[config.mk]
export PLATFORM = sky130hd
export DESIGN_NAME = mem_access_unit
export DESIGN_NICKNAME = d
export VERILOG_FILES = /design/src/rtl/mem_pkg.sv /design/src/rtl/mem_lane_align.sv /design/src/rtl/mem_access_unit.sv
export SDC_FILE = /design/constraint.sdc
export NUM_CORES = 1
export LEC_CHECK = 0
export ABC_AREA = 1
export CORE_ASPECT_RATIO = 1.2
export CORE_UTILIZATION = 44
export DETAILED_ROUTE_END_ITERATION = 8
export PLACE_DENSITY_LB_ADDON = 0.1
export SYNTH_ARGS = -nofsm -noshare
export SYNTH_HDL_FRONTEND = slang
export SYNTH_SLANG_ARGS = --single-unit
[constraint.sdc]
create_clock -name clk -period 2.45 [get_ports clk]
set_clock_uncertainty 0.05 [all_clocks]
set_input_delay 0.735 -clock clk [delete_from_list [all_inputs] [get_ports clk]]
set_output_delay 0.735 -clock clk [all_outputs]
set_load 0.05 [all_outputs]
[src/rtl/mem_pkg.sv]
// Shared types and lane geometry for the data-RAM access unit.
package mem_pkg;

    localparam int WORD_W = 32;
    localparam int LANE_W = 8;
    localparam int HALF_W = 16;

    typedef enum logic [1:0] {
        SZ_BYTE = 2'b00,
        SZ_HALF = 2'b01,
        SZ_WORD = 2'b10,
        SZ_ILL  = 2'b11
    } mem_size_t;

    typedef enum logic {
        IDLE   = 1'b0,
        RMW_WR = 1'b1
    } mau_state_t;

    // Illegal size and misaligned half/word accesses are all reported as errors.
    function automatic logic is_req_err(mem_size_t size, logic [1:0] lane);
        case (size)
            SZ_HALF: return lane[0];
            SZ_WORD: return (lane != 2'b00);
            SZ_ILL:  return 1'b1;
            default: return 1'b0;
        endcase
    endfunction

endpackage

[src/rtl/mem_lane_align.sv]
// Lane merge for sub-word stores and lane extract/extend for loads.
// Latency: combinational. Backpressure: none, pure function of inputs.
// Lane 0 is bits 7:0; half accesses use lane 0 or 2 (lane[1] picks the half).
module mem_lane_align
    import mem_pkg::*;
(
    input  logic [WORD_W-1:0] old_word,
    input  logic [WORD_W-1:0] wdata,
    input  logic [1:0]        lane,
    input  mem_size_t         size,
    input  logic              is_unsigned,
    output logic [WORD_W-1:0] merged,
    output logic [WORD_W-1:0] rdata
);

    logic [4:0]        byte_sh;
    logic [4:0]        half_sh;
    logic [WORD_W-1:0] shifted;

    assign byte_sh = {lane, 3'b000};
    assign half_sh = {lane[1], 4'b0000};
    assign shifted = old_word >> byte_sh;

    always_comb begin
        merged = old_word;
        rdata  = '0;
        case (size)
            SZ_BYTE: begin
                merged[byte_sh +: LANE_W] = wdata[LANE_W-1:0];
                rdata = {{(WORD_W-LANE_W){~is_unsigned & shifted[LANE_W-1]}},
                         shifted[LANE_W-1:0]};
            end
            SZ_HALF: begin
                merged[half_sh +: HALF_W] = wdata[HALF_W-1:0];
                rdata = {{(WORD_W-HALF_W){~is_unsigned & shifted[HALF_W-1]}},
                         shifted[HALF_W-1:0]};
            end
            SZ_WORD: begin
                merged = wdata;
                rdata  = old_word;
            end
            default: begin
                merged = old_word;
                rdata  = '0;
            end
        endcase
    end

endmodule

[src/rtl/mem_access_unit.sv]
// Pipeline-to-data-RAM initiator: loads, word stores, sub-word stores via read-modify-write.
// Latency: loads, word stores and errors respond 1 cycle after accept; sub-word stores 2.
// Backpressure: req_ready drops for the single RMW write cycle; nothing is queued.
module mem_access_unit
    import mem_pkg::*;
#(
    parameter int ADDR_WIDTH = 5,
    parameter int DATA_WIDTH = 32
) (
    input  logic                  clk,
    input  logic                  rst_n,
    input  logic                  req_valid,
    output logic                  req_ready,
    input  logic                  req_write,
    input  logic [1:0]            req_size,
    input  logic                  req_unsigned,
    input  logic [ADDR_WIDTH+1:0] req_addr,
    input  logic [DATA_WIDTH-1:0] req_wdata,
    output logic                  rsp_valid,
    output logic [DATA_WIDTH-1:0] rsp_rdata,
    output logic                  rsp_err,
    output logic                  mem_write,
    output logic [ADDR_WIDTH-1:0] mem_addr,
    output logic [DATA_WIDTH-1:0] mem_wdata,
    input  logic [DATA_WIDTH-1:0] mem_rdata
);

    mau_state_t            state_q, state_d;
    logic [ADDR_WIDTH-1:0] addr_q;
    logic [DATA_WIDTH-1:0] merge_q;
    logic                  rsp_valid_q, rsp_err_q;
    logic [DATA_WIDTH-1:0] rsp_rdata_q;

    mem_size_t             size;
    logic [1:0]            lane;
    logic [ADDR_WIDTH-1:0] req_word;
    logic                  req_err;
    logic                  accept;
    logic                  subword_st;
    logic [DATA_WIDTH-1:0] merged;
    logic [DATA_WIDTH-1:0] extracted;

    assign size       = mem_size_t'(req_size);
    assign lane       = req_addr[1:0];
    assign req_word   = req_addr[ADDR_WIDTH+1:2];
    assign req_err    = is_req_err(size, lane);
    assign req_ready  = (state_q == IDLE);
    assign accept     = req_valid && req_ready;
    assign subword_st = req_write && !req_err && (size != SZ_WORD);

    mem_lane_align u_align (
        .old_word    (mem_rdata),
        .wdata       (req_wdata),
        .lane        (lane),
        .size        (size),
        .is_unsigned (req_unsigned),
        .merged      (merged),
        .rdata       (extracted)
    );

    always_comb begin
        state_d   = state_q;
        mem_write = 1'b0;
        mem_addr  = req_word;
        mem_wdata = req_wdata;
        case (state_q)
            IDLE: begin
                mem_write = req_valid && req_write && (size == SZ_WORD) && !req_err;
                if (accept && subword_st) begin
                    state_d = RMW_WR;
                end
            end
            RMW_WR: begin
                mem_write = 1'b1;
                mem_addr  = addr_q;
                mem_wdata = merge_q;
                state_d   = IDLE;
            end
            default: state_d = IDLE;
        endcase
        // Reset must kill an in-flight RMW write immediately, not at the next edge.
        if (!rst_n) begin
            mem_write = 1'b0;
        end
    end

    always_ff @(posedge clk or negedge rst_n) begin
        if (!rst_n) begin
            state_q     <= IDLE;
            addr_q      <= '0;
            merge_q     <= '0;
            rsp_valid_q <= 1'b0;
            rsp_err_q   <= 1'b0;
            rsp_rdata_q <= '0;
        end else begin
            state_q     <= state_d;
            rsp_valid_q <= 1'b0;
            rsp_err_q   <= 1'b0;
            rsp_rdata_q <= '0;
            if (state_q == RMW_WR) begin
                rsp_valid_q <= 1'b1;
            end else if (accept) begin
                if (subword_st) begin
                    addr_q  <= req_word;
                    merge_q <= merged;
                end else begin
                    rsp_valid_q <= 1'b1;
                    rsp_err_q   <= req_err;
                    if (!req_write && !req_err) begin
                        rsp_rdata_q <= extracted;
                    end
                end
            end
        end
    end

    assign rsp_valid = rsp_valid_q;
    assign rsp_err   = rsp_err_q;
    assign rsp_rdata = rsp_rdata_q;

endmodule

==> impl_metrics.tcl <==
set metrics [dict create \
    synth_area_leader_cell "dfrtp_1" \
    synth_fp_nets 975 \
    synth_top_area_share_pct 33.9 \
    min_path_type "in -> async" \
    ant_nets 0 \
    finalHoldViolCount 0 \
    grt_max_degree 73 \
    syn_to_final_growth_pct 49.9 \
    antenna_found_initial 0 \
    grt_first_pass_wirelength_um 29000 \
    yosys-top-cells-count "411 x nand2_1, 95 x o21ai_0, 72 x dfrtp_1, 71 x inv_1, 64 x nor2_1" \
    holdWs_ps 395 \
    start_kind "input port" \
    gr-total-overflow 0 \
    drc_errors 0 \
    root_buffer "clkbuf_16" \
    synth_most_common_cell "nand2_1" \
    arrival_ps 1670 \
    ys.warnings.count 0 \
    timing.final.ws_setup_ps -6.23 \
    die_area_um2 12500 \
    critPathRequiredTime_ps 1660 \
    tightest_slew_ps 515 \
    slew_headroom_pct 65.6 \
    track_usage_pct 30.7 \
    core_um2 11700 \
    synth_ff_type "dfrtp_1" \
    worstSetupPathType "in -> out" \
    p_per_area_nw_per_um2 529 \
    io_pins 151 \
    htree_num_levels 3 \
    instances_no_fill 1237 \
    drv_cap 0 \
    synthDistinctLibCells 26 \
    antenna_cells 0 \
    wire_per_inst_um 15.1 \
    nNetsFinal 1158 \
    dp.cells 1219 \
    rows 43 \
    fp.dieW_um 102 \
    cts_tree "done" \
    synth_edf_count 0 \
    fin_crit_sh_pct 100 \
    power_leakage_nw 4.22 \
    dr.pass1.iters 6 \
    crit_path_end_kind "output pin" \
    timing.final.crit_period_ps 2460 \
    drive_gt1_share_pct 15.6 \
    status "complete, but fails checks" \
    rsz0062_at_grt "yes" \
    clock_path_buffers 2 \
    wirelength_um 18700 \
    syn_area_um2 5310 \
    synthTopCellsByArea "dfrtp_1 34%, nand2_1 29%, o21ai_0 8.9%" \
    ys_ff_latch 72 \
    syn_inst 893 \
    slew_viol_final 0 \
    num_vias 6320 \
    synthArstFlopShare_pct 100 \
    avgSynthCellArea_um2 5.95 \
    routabilityCongestion 0.960 \
    placement.io_buffers 150 \
    die_h_um 122 \
    ys_seq_area_share_pct 33.9 \
    start_util_pct 45.5 \
    vias_per_cell 5.11 \
    clk_pin_slew_worst_paths_ps 60 \
    clock_latency_ps 330 \
    critPathMaxFanout 2 \
    dp_hpwl_um 14200 \
    drt_iter0_drc 489 \
    first_global_vias 5699 \
    numCtsBuffers 9 \
    vdd_drop_max_uv 410 \
    failed_checks "setup timing" \
    clock.fmax_ghz 0.407 \
    setup_viol 1 \
    clkSinkCount 72 \
]
## timing repair
action,4_1_cts,5_1_grt
pin swaps,2,7
setup endpoints to repair,13,8
resized for setup,21,19
hold buffers,0,0
buffers inserted,1,2
## state kept, by name, indices dropped and copies added, names as in the netlist
register,flops
state_q,1
addr_q,5
rsp_err,1
merge_q,32
rsp_rdata,32
rsp_valid,1
## worst paths after layout
kind / start / to / slack [ps] / cells after the start
max reg2reg: state_q / merge_q[13] / 800 / 7
min reg2reg: merge_q[1] / merge_q[1] / 430 / 2
max in group asynchronous: rst_n / rsp_rdata[15] / 1590 / 2
min: rst_n / rsp_rdata[5] / 400 / 2
min in group clk: merge_q[1] / merge_q[1] / 430 / 2
max: req_addr[1] / mem_write / -6 / 8
## cell type report
| type | instances | area [µm²] |
|---|---|---|
| Clock buffer | 10 | 239 |
| Clock inverter | 5 | 81.3 |
| Fill cell | 1107 | 3710 |
| Inverter | 79 | 307 |
| Multi-Input combinational cell | 694 | 3070 |
| Sequential cell | 72 | 1800 |
| Tap cell | 157 | 196 |
| Timing Repair Buffer | 220 | 2270 |
## kinds of logic after synthesis
group	count (synthesis)	synth area share, %
AND/OR/NAND/NOR	548	41.2
AO/OA/AOI/OAI	142	14.0
buffers and inverters	127	9.99
adder cells (fa/ha/maj)	4	0.942
flip-flops	72	33.9
## routing by layer
metal	vias to the layer above	global-route usage [%]	part of all wire (%)
met5	-	0	0
met4	0	14.7	4.5
met3	56	4.84	6.3
met2	251	52.6	49
met1	2851	37.2	40
li1	3162	-	-
## power breakdown
part / internal (mW) / switching [mW] / total (mW) / leakage, nW
clock: 0.914 / 0.513 / 1.43 / 0.155
sequential: 1.34 / 0.0756 / 1.42 / 0.948
combinational: 0.553 / 0.813 / 1.37 / 3.12
## worst max-delay path: stages
cell        delay (ps)
buf_8              100
clkinvlp_4          80
ha_4               140
o21ai_2             50
nand2_2             70
nand4_1            140
a21boi_4           180
buf_6              170
## metrics by stage
| step | power (mW) | setup TNS (ps) | setup slack [ps] | instance area, µm² | utilization [%] |
|---|---|---|---|---|---|
| after floorplan | 2.18 | -181 | -181 | 5360 | - |
| after global placement | 2.78 | -14110 | -553 | 7560 | 64.8 |
| after detailed placement | 2.79 | -13470 | -563 | 7560 | 64.8 |
| after CTS | 4.22 | -49.9 | -49.9 | 7910 | 67.8 |
| after global routing | 4.41 | -38.5 | -38.5 | 7970 | 68.2 |
| final | 4.21 | -6.23 | -6.23 | 7970 | 68.2 |
## cell usage in the layout, fill, tap and decap left out, drive strengths merged
master,count
o211ai,7
inv,76
o21ai,98
clkbuf,12
nand4,2
dlymetal6s2s,3
a21boi,1
nor2,68
ha,4
clkinv,4
nand3,62
buf,112
dfrtp,72
o22ai,7
bufinv,2
nand3b,1
nand2,415
a21oi,29
clkdlybuf4s50,98
dlygate4sd2,5
clkinvlp,2
(Power assumes the default switching activity.)
